--- config.mk ---
export PLATFORM = sky130hd
export DESIGN_NAME = read_pointer_empty
export DESIGN_NICKNAME = d
export VERILOG_FILES = /design/src/rtl/read_pointer_empty.sv
export SDC_FILE = /design/constraint.sdc
export NUM_CORES = 1
export LEC_CHECK = 0
export BUFFER_PORTS_ARGS = -buffer_cell sky130_fd_sc_hd__buf_2
export CAP_MARGIN = 5
export CORE_ASPECT_RATIO = 1.25
export CORE_UTILIZATION = 47
export CTS_CLUSTER_DIAMETER = 150
export DETAILED_ROUTE_END_ITERATION = 8
export PLACE_DENSITY = 0.82
export REMOVE_ABC_BUFFERS = 1
export SYNTH_ARGS = -nofsm -noshare
export SYNTH_HDL_FRONTEND = slang
export SYNTH_SLANG_ARGS = --single-unit
--- constraint.sdc ---
create_clock -name read_clk -period 4.7 [get_ports read_clk]
set_input_delay 0.705 -clock read_clk [delete_from_list [all_inputs] [get_ports read_clk]]
set_output_delay 0.705 -clock read_clk [all_outputs]
set_load 0.05 [all_outputs]
--- src/rtl/read_pointer_empty.sv ---
// Read-side pointer/empty stage of the async FIFO: synchronises the write
// Gray pointer and tracks read pointers, empty, level and underflow.
module read_pointer_empty #(
    parameter int address_size        = 4,
    parameter int SYNC_STAGES         = 2,
    parameter int ALMOST_EMPTY_THRESH = 1
) (
    input  logic                    read_clk,
    input  logic                    read_reset,
    input  logic                    read_increment,
    input  logic                    underflow_clear,
    input  logic [address_size:0]   write_pointer_async,
    output logic [address_size-1:0] read_address,
    output logic [address_size:0]   read_pointer,
    output logic                    read_empty,
    output logic                    read_almost_empty,
    output logic [address_size:0]   read_level,
    output logic                    read_underflow
);

    localparam int PW = address_size + 1;
    localparam logic [PW-1:0] THRESH = PW'(ALMOST_EMPTY_THRESH);

    logic [SYNC_STAGES-1:0][PW-1:0] sync_q;
    logic [PW-1:0] write_ptr_sync;
    logic [PW-1:0] write_bin_sync;

    logic [PW-1:0] read_binary_q;
    logic [PW-1:0] read_binary_d;
    logic [PW-1:0] read_gray_q;
    logic [PW-1:0] read_gray_d;
    logic [PW-1:0] level_q;
    logic [PW-1:0] level_d;
    logic          empty_q;
    logic          empty_d;
    logic          almost_empty_q;
    logic          almost_empty_d;
    logic          underflow_q;
    logic          underflow_d;
    logic          pop;

    // Plain flop chain: only the Gray-coded pointer crosses into read_clk.
    always_ff @(posedge read_clk or posedge read_reset) begin
        if (read_reset) begin
            sync_q <= '0;
        end else begin
            sync_q[0] <= write_pointer_async;
            for (int i = 1; i < SYNC_STAGES; i++) begin
                sync_q[i] <= sync_q[i-1];
            end
        end
    end

    assign write_ptr_sync = sync_q[SYNC_STAGES-1];

    // Binary bit i is the XOR of all Gray bits from i up to the MSB.
    always_comb begin
        write_bin_sync = '0;
        for (int i = 0; i < PW; i++) begin
            write_bin_sync[i] = ^(write_ptr_sync >> i);
        end
    end

    assign pop            = read_increment & ~empty_q;
    assign read_binary_d  = read_binary_q + PW'(pop);
    assign read_gray_d    = (read_binary_d >> 1) ^ read_binary_d;
    assign empty_d        = (read_gray_d == write_ptr_sync);
    assign level_d        = write_bin_sync - read_binary_d;
    assign almost_empty_d = (level_d <= THRESH);

    always_comb begin
        underflow_d = underflow_q;
        if (read_increment && empty_q) begin
            underflow_d = 1'b1;
        end else if (underflow_clear) begin
            underflow_d = 1'b0;
        end
    end

    always_ff @(posedge read_clk or posedge read_reset) begin
        if (read_reset) begin
            read_binary_q  <= '0;
            read_gray_q    <= '0;
            level_q        <= '0;
            empty_q        <= 1'b1;
            almost_empty_q <= 1'b1;
            underflow_q    <= 1'b0;
        end else begin
            read_binary_q  <= read_binary_d;
            read_gray_q    <= read_gray_d;
            level_q        <= level_d;
            empty_q        <= empty_d;
            almost_empty_q <= almost_empty_d;
            underflow_q    <= underflow_d;
        end
    end

    assign read_address      = read_binary_q[address_size-1:0];
    assign read_pointer      = read_gray_q;
    assign read_empty        = empty_q;
    assign read_almost_empty = almost_empty_q;
    assign read_level        = level_q;
    assign read_underflow    = underflow_q;

endmodule
Word-level counts from Yosys, hierarchy flattened
Index checks and enable logic that the tools add are counted.
{ "classes": {"addsub": 2, "n_mul": 0, "div": 0, "n_lt_le_gt_ge": 1, "n_eq_ne": 1, "n_shift": 0, "mux": 2, "bitwise_logic": 3, "reduce_logical": 7} }
{ "ops": {"columns": ["cell", "count"], "rows": [
  ["$reduce_xor 5->1", 5],
  ["$add 5x1->5", 1],
  ["$eq 5x5->1", 1],
  ["$le 5x1->1 const B", 1],
  ["$sub 5x5->5", 1],
  ["$xor 4x5->5", 1],
  ["$mux 1", 2],
  ["$reduce_bool 2->1", 1],
  ["$and 1x1->1", 1],
  ["$logic_and 1x1->1", 1],
  ["$not 1->1", 1]
]} }
{ "totals": {"ff_bits": 28, "latch_bits": 0, "ram_bits": 0, "mem_bits_ro": 0, "inputBits": 9, "output_inout_bits": 17, "wordCells": 24, "n_memories": 0} }

Logic depth before layout (Yosys ltp)
Gate-level depths: netlist (run 1).
{ "depth": {"ltp_word": 5, "mapped_depth": 11, "ltp_nobuf": 11} }

Worst setup path before layout (run 1)
No wires, ideal clock.
{ "synth_path": {"path_type": "input to register", "start": "in read_increment", "end": "reg level_q[4], in the netlist read_level[4]", "setup_ns": 0.064, "arrival_time_ns": 2.894, "t_required_ns": 4.636, "slack_ns": 1.743, "cell_stages": 10, "path_buffers": 0, "cell_sequence": "nor2b_1 ha_1 ha_1 xor2_1 inv_1 ha_1 inv_1 or3_1 a311oi_1 or2_2"} }
{ "synth_via": {"elab_chain_len": 3} }
{ "synth_lines": {"columns": ["item", "line_no", "text"], "rows": [
  ["start: declaration", "10", "input logic read_increment,"],
  ["$and 1x1->1", "64", "assign pop = read_increment & ~empty_q;"],
  ["$add 5x1->5", "65", "assign read_binary_d = read_binary_q + PW'(pop);"],
  ["net read_binary_d[2]", "29", "logic [PW-1:0] read_binary_d;"],
  ["$sub 5x5->5", "68", "assign level_d = write_bin_sync - read_binary_d;"],
  ["net level_d[4]", "33", "logic [PW-1:0] level_d;"],
  ["end signal: assignment", "91", "level_q <= level_d;"],
  ["end: declaration", "32", "logic [PW-1:0] level_q;"]
]} }
The timed path passes the listed nets, and every way through them passes these cells.
A chain may end at the register's enable or synchronous reset.

Final worst setup path (run 1)
Same ends and word-level chain as after synthesis.

==> results of run 1 <==
-- through the flow --
| stage | worst slack, ps | hold slack (ps) | std cells |
|---|---|---|---|
| 4_1_cts | 1771 | 365.5 | 149 |
| 6_report | 1752 | 361.9 | 149 |
| 2_1_floorplan | 1743 | 331.2 | 89 |
| 3_3_place_gp | 1530 | 335.0 | 145 |
| 3_5_place_dp | 1430 | 335.6 | 145 |
| 5_1_grt | 1640 | 370.9 | 149 |
-- metal layers --
layer | GRT usage [%] | up-vias
met1 | 15.69 | 359
li1 | - | 349
met3 | 1.899 | 2
met4 | 5.462 | 0
met5 | 0 | -
met2 | 27.58 | 20
-- logic make-up after synthesis --
family	count (synthesis)	synth area share, %
DFF	27	58.72
xor gates and xnor gates	23	18.74
and+or+nand+nor	17	7.909
AOI/OAI and AO/OA	9	6.175
buffers and inverters	9	3.033
adders and majority gates	5	5.417
-- layout make-up --
class	count	area [sq um]	area share, %
Timing Repair Buffer	25	125.1	9.337
Tap cell	31	38.79	2.894
Clock buffer	4	26.28	1.961
Sequential cell	27	678.2	50.61
Inverter	8	30.03	2.241
Multi-Input combinational cell	54	441.7	32.96
-- flip-flops by register name, summed over array words and instances (netlist names) --
register and cells:
read_empty 1, read_underflow 1, read_pointer 4, read_level 5
read_binary_q 5, read_almost_empty 1, write_ptr_sync 5, sync_q 5
-- how the worst max path moves through the flow --
stage	from	endpoint	slack (ps)	cells past startpoint
floorplan	read_increment	read_level[4]	1740	10
global placement	read_increment	read_level[4]	1530	11
detailed placement	read_increment	read_level[4]	1430	11
CTS	read_increment	read_level[4]	1770	11
global route	read_empty	read_level[4]	1640	10
finish	read_increment	read_level[4]	1750	11
-- critical path: stages --
cell,delay [ps]
buf_2,100
nor2b_1,120
ha_1,200
ha_1,210
xor2_1,410
inv_1,90
ha_1,380
inv_1,90
or3_1,380
a311oi_1,340
or2_2,180
-- cells in the final DEF, fill, tap and decap left out, drive strengths merged, types with 3 or more instances in the layout --
master,instances
dfrtp,25
nor3,3
ha,5
o21ai,3
clkbuf,4
xor2,13
nand2,4
buf,25
inv,8
xnor2,10
==> results_dict.tcl, run 1 <==
set metrics [dict create \
    hp-start "sync_q[1]" \
    synth_ff_type "dfrtp_1" \
    num_antenna_cells 0 \
    die-area_sq_mm 0.002661 \
    finish.utilization_pct 59.34 \
    wl_microns 1701 \
    vias 730 \
    cp.required_ps 4960 \
    r2r_cells 10 \
    initial_core_util_pct 51.14 \
    antenna_found_initial 0 \
    ant_nets 0 \
    cap_violations 0 \
    finalSetupViolations 0 \
    ys_seq_area_share_pct 58.72 \
    report.final.slew_viol_count 0 \
    crit_arrival_ps 3200 \
    postCtsSetupBuffers 0 \
    drt_first_pass_iters 4 \
    viasPerCell 4.899 \
    synthCells 90 \
    final_area_sq_mm 0.001340 \
    yosysUniqueCellTypes 25 \
    synth_edf_count 0 \
    grt_use_total_pct 14.74 \
    clkTransAtPathRegs_ps 130 \
    root_buffer "clkbuf_4" \
    drt_iter0_drc 4 \
    clk-insertion-delay-late_ps 300 \
    place_hpwl_microns 1342 \
    hold_buffers 0 \
    fin_skew_ps 2.651 \
    timing.fmax_mhz 339.2 \
    worstReg2RegStart "read_empty" \
    min_period_over_period_pct 62.72 \
    setup_tns_ps 0 \
    ys_top_cells_by_count "dfrtp_1 (25), xor2_1 (12), xnor2_1 (9), inv_1 (8), ha_1 (5)" \
    cts_buffer_depth 2 \
    status "completed" \
    drcViolationCount 0 \
    grt_pass1_wl_microns 2863 \
    gp_congestion 0.7789 \
    cp_max_fo 5 \
    rsz0062_at_grt "no" \
    routed-wl-met3_microns 48 \
    core_area_sq_mm 0.002258 \
    worstSetupStartpointType "primary input" \
    yosysMostFrequentCell "dfrtp_1" \
    syn_area_sq_mm 0.001155 \
    synth_area_leader_cell "dfrtp_1" \
    worstHoldPathType "reg -> reg" \
    nets 133 \
    yosys_warnings 0 \
    path_class "in -> reg" \
    cp-end-kind "flop" \
    hold_viol 0 \
    grt_max_degree 28 \
    wl_per_cell_microns 11.42 \
    rows 19 \
    fin_crit_ps 2948 \
    r2r_slack_ps 1770 \
    cts_tree "yes" \
    drive_gt1_share_pct 30.51 \
    synth_top_area_share_pct 54.17 \
    relSlewSlack_pct 37.95 \
    ys_top_cells_by_area "dfrtp_1 (54%), xor2_1 (9.1%), xnor2_1 (6.8%), ha_1 (5.4%), dfstp_2 (4.6%)" \
    worstMarginPinSlew_ps 929.8 \
    synth-seq-cells 27 \
    num_io_pins 26 \
    h-tree-depth 1 \
    area_delta_synth_final_pct 16.04 \
    die_width_microns 46.34 \
    gr-total-overflow 0 \
    dpl_cell_area_sq_mm 0.001314 \
    cts_sinks 27 \
    r2r_end "read_level[4]" \
    nFillCells 187 \
    async_reset_ff_share_pct 100.0 \
    wirelength_met1_microns 694 \
    cts_buffers 3 \
    whs_endpoint "write_ptr_sync[1]" \
    top_layer "met4" \
    wl_met2_microns 943 \
    syn_avg_cell_area_sq_um 12.83 \
    portBuffers 25 \
    grt_pass1_vias 724 \
    hold_depth 0 \
    postCtsResizedCells 0 \
    die_h_microns 57.42 \
]
Power of run 1 is left out: the tool's default activity adds up to more than one toggle a clock period on the data nets, which glitch-free logic cannot reach.
==> inputs of run 2 (changes only) <==
Settings changed: ABC_AREA set to 1, PLACE_DENSITY 0.82 to 0.81.
Clock period 4.7 ns to 2.76 ns, I/O delays scaled along.
==> results_dict.tcl, run 2 <==
set metrics [dict create \
    status "completed" \
    path_class "reg -> reg" \
    num_io_pins 26 \
    postCtsResizedCells 0 \
    cts_tree "yes" \
    hp-start "write_pointer_async[1]" \
    core_area_sq_mm 0.002477 \
    die_width_microns 48.08 \
    die_h_microns 59.60 \
    rows 20 \
    r2r_cells 15 \
    initial_core_util_pct 50.35 \
    worstSetupStartpointType "flop" \
    grt_pass1_vias 828 \
    synth_ff_type "dfrtp_1" \
    wl_microns 2000 \
    syn_area_sq_mm 0.001247 \
    drcViolationCount 0 \
    hold_depth 1 \
    whs_endpoint "sync_q[1]" \
    cts_buffer_depth 2 \
    synth_compound_area_share_pct 1.003 \
    timing.fmax_mhz 413.4 \
    r2r_slack_ps 340 \
    synth-seq-cells 27 \
    cp.required_ps 3030 \
    rsz0062_at_grt "no" \
    cap_violations 0 \
    gp_congestion 0.7942 \
    layout_common_cells "nand2_1 (33), buf_2 (25), dfrtp_1 (25)" \
    area_delta_synth_final_pct 14.84 \
    synth_top_area_share_pct 50.15 \
    setup_tns_ps 0 \
    drive_gt1_share_pct 25.16 \
    grt_max_degree 28 \
    r2r_end "read_almost_empty" \
    yosys_warnings 0 \
    ys_top_cells_by_count "nand2_1 (33), dfrtp_1 (25), inv_1 (21), nand3_1 (9), xor2_1 (8)" \
    yosysUniqueCellTypes 22 \
    root_buffer "clkbuf_4" \
    cts_sinks 27 \
    cp-end-kind "flop" \
    die-area_sq_mm 0.002866 \
    cp_max_fo 4 \
    num_antenna_cells 0 \
    report.final.slew_viol_count 0 \
    layout_commonest_cell "nand2_1" \
    portBuffers 25 \
    synthSimpleGateAreaFrac_pct 19.16 \
    worstReg2RegStart "read_empty" \
    antenna_found_initial 0 \
    finalSetupViolations 0 \
    fin_skew_ps 5.024 \
    place_hpwl_microns 1590 \
    yosysMostFrequentCell "nand2_1" \
    synth-xor-area-share_pct 12.54 \
    synth_area_leader_cell "dfrtp_1" \
    synthCells 127 \
    worstHoldPathType "in -> reg" \
    crit_arrival_ps 2690 \
    synthMuxAreaShare_pct 0 \
    ant_nets 0 \
    min_period_over_period_pct 87.65 \
    postCtsSetupBuffers 0 \
    synth_fa_ha_area_share_pct 5.015 \
    drt_first_pass_iters 4 \
    hold_buffers 0 \
    clk-insertion-delay-late_ps 320 \
    nets 170 \
    ys_seq_area_share_pct 54.36 \
    async_reset_ff_share_pct 100.0 \
    h-tree-depth 1 \
    cts_buffers 3 \
    grt_pass1_wl_microns 3167 \
    ys_top_cells_by_area "dfrtp_1 (50%), nand2_1 (9.9%), inv_1 (6.3%), xor2_1 (5.6%), ha_1 (5.0%)" \
    vias 907 \
    viasPerCell 4.824 \
    synth_top_family_by_area "simple AND/OR/NAND/NOR gates" \
    synth_edf_count 0 \
    fin_crit_ps 2419 \
    wl_per_cell_microns 10.64 \
    worstMarginPinSlew_ps 950.4 \
    relSlewSlack_pct 36.57 \
    grt_use_total_pct 16.39 \
    drt_iter0_drc 29 \
    hold_viol 0 \
    gr-total-overflow 0 \
    clkTransAtPathRegs_ps 140 \
    crit_start "read_empty" \
    syn_avg_cell_area_sq_um 9.822 \
]
==> run 2: how the worst max path moves through the flow <==
stage | endpoint | cells past startpoint
3_5_place_dp | read_almost_empty | 17
3_3_place_gp | read_almost_empty | 17
6_report | read_almost_empty | 15
5_1_grt | read_almost_empty | 15
4_1_cts | read_almost_empty | 15
2_1_floorplan | read_almost_empty | 15
==> run 2: cell type report <==
class                      count  area (sq um)
clock buffer                   3         22.52
clock inverter                 1         5.005
fill                         218          1045
inverter                      22         82.58
multi-input combinational     76         470.5
sequential                    27         678.2
tap                           33         41.29
timing repair buffer          26         132.6
==> run 2: through the flow <==
| step | util (%) | setup slack (ps) | hold WS [ps] | area (sq um) | instances |
|---|---|---|---|---|---|
| 2_1_floorplan | - | 372.6 | 331.2 | 1231 | 125 |
| 4_1_cts | 57.83 | 339.8 | 175.2 | 1433 | 188 |
| 3_5_place_dp | 56.72 | 340.6 | 336.3 | 1405 | 184 |
| 3_3_place_gp | 56.72 | 411.0 | 331.9 | 1405 | 184 |
| 6_report | 57.83 | 340.9 | 184.1 | 1433 | 188 |
| 5_1_grt | 57.83 | 162.2 | 167.0 | 1433 | 188 |
==> run 2: worst max-delay path, cell delays in order, from the launching register on <==
cell	delay, ps
dfstp_2	570
nor2_1	50
ha_1	230
ha_1	370
inv_1	160
nand3_1	160
nand2_1	110
inv_1	40
ha_1	180
inv_1	70
nand2_1	60
nand2_1	70
nand2_1	60
nor2_1	90
nand3_1	90
nor2_2	80
==> run 2: layer usage <==
layer  share of wire, %  routed length [microns]  track usage, %
met4               0.70                       14           7.143
met2                 56                     1122           32.24
met3                4.5                       89           3.659
met5                  0                        0               0
met1                 39                      773           14.48
==> run 2: cell families after synthesis <==
logic type | Yosys count
simple gates | 55
flops | 27
buf+inv | 24
xor+xnor | 14
fa+ha+maj | 5
compound gates | 2
Power of run 2 is left out for the same reason.
==> inputs of run 3 (changes only) <==
Settings changed: ABC_AREA 1 to 0, PLACE_DENSITY 0.81 to 0.82.
==> results_dict.tcl, run 3 (synthesis gave the netlist of run 1 again) <==
set metrics [dict create \
    status "completed" \
    drt_first_pass_iters 4 \
    crit_arrival_ps 2810 \
    gr-total-overflow 0 \
    die_h_microns 57.42 \
    nets 136 \
    viasPerCell 5.020 \
    vias 763 \
    wl_met2_microns 1087 \
    cts_buffers 3 \
    cp-end-kind "flop" \
    timing.fmax_mhz 388.3 \
    path_class "reg -> reg" \
    place_hpwl_microns 1525 \
    cts_buffer_depth 2 \
    drcViolationCount 0 \
    cts_sinks 27 \
    worstSetupStartpointType "flop" \
    report.final.slew_viol_count 0 \
    hold_depth 1 \
    antenna_found_initial 0 \
    wirelength_met1_microns 760 \
    initial_core_util_pct 51.14 \
    num_antenna_cells 0 \
    cp.required_ps 2990 \
    r2r_slack_ps 180 \
    fin_cells 152 \
    fin_crit_ps 2575 \
    clk-insertion-delay-late_ps 330 \
    ant_nets 0 \
    clkTransAtPathRegs_ps 130 \
    grt_pass1_wl_microns 3243 \
    root_buffer "clkbuf_4" \
    grt_pass1_vias 794 \
    r2r_end "read_level[4]" \
    drive_gt1_share_pct 33.06 \
    h-tree-depth 1 \
    relSlewSlack_pct 35.24 \
    rows 19 \
    grt_use_total_pct 17.61 \
    worstMarginPinSlew_ps 970.4 \
    die-area_sq_mm 0.002661 \
    gp_congestion 0.7840 \
    portBuffers 25 \
    die_width_microns 46.34 \
    worstHoldPathType "in -> reg" \
    cts_tree "yes" \
    finish.utilization_pct 60.61 \
    cap_violations 0 \
    wl_microns 1990 \
    r2r_cells 11 \
    core_area_sq_mm 0.002258 \
    fin_skew_ps 5.534 \
    grt_max_degree 28 \
    setup_tns_ps 0 \
    finalSetupViolations 0 \
    layout_common_cells "buf_2 (25), dfrtp_1 (25), xor2_1 (12)" \
    whs_endpoint "sync_q[0]" \
    postCtsSetupBuffers 0 \
    wl_per_cell_microns 13.09 \
    hp-start "write_pointer_async[0]" \
    min_period_over_period_pct 93.30 \
    area_delta_synth_final_pct 18.53 \
    num_io_pins 26 \
    cp_max_fo 4 \
    hold_viol 0 \
    place_inst 148 \
    rsz0062_at_grt "no" \
    top_layer "met4" \
    hold_slack_ps 169.0 \
    drt_iter0_drc 7 \
    routed-wl-met3_microns 85 \
    worstReg2RegStart "read_empty" \
]
## run 3: through the flow
stage	cell area, sq um	setup WS, ps
final	1369	185.0
after global routing	1369	28.97
after CTS	1363	175.3
after detailed placement	1336	130.4
after global placement	1336	218.5
after floorplan	1150	-138.9
## run 3: final cells by class
class	instances	area (sq um)
Fill cell	196	889.6
Multi-Input combinational cell	54	447.9
Sequential cell	27	678.2
Timing Repair Buffer	28	147.6
Inverter	8	30.03
Tap cell	31	38.79
Clock buffer	4	26.28
## run 3: repair_timing
action	CTS	global route
gates resized for setup	0	1
hold buffers	0	0
setup endpoints to repair	0	1
## run 3: worst max path at each step
stage	startpoint	endpoint	slack, ps	depth (start not counted)
floorplan	read_empty	read_level[4]	-140	10
global placement	read_increment	read_level[4]	220	11
detailed placement	read_increment	read_level[4]	130	11
CTS	read_empty	read_level[4]	180	10
global route	read_empty	read_level[4]	30	10
finish	read_empty	read_level[4]	180	11
## run 3: worst max-delay path: stages (launching register included)
cell	delay, ps
dfstp_2	560
nor2b_1	50
ha_1	200
ha_1	210
xor2_1	220
inv_1	70
ha_1	300
buf_4	140
a21oi_1	100
o31a_1	120
o211a_1	240
or2_2	290
## run 3: layer usage
metal	vias up	track usage [%]
li1	356	-
met4	0	11.76
met3	6	2.848
met5	-	0
met1	370	19.12
met2	31	29.76
Power of run 3 is left out for the same reason.
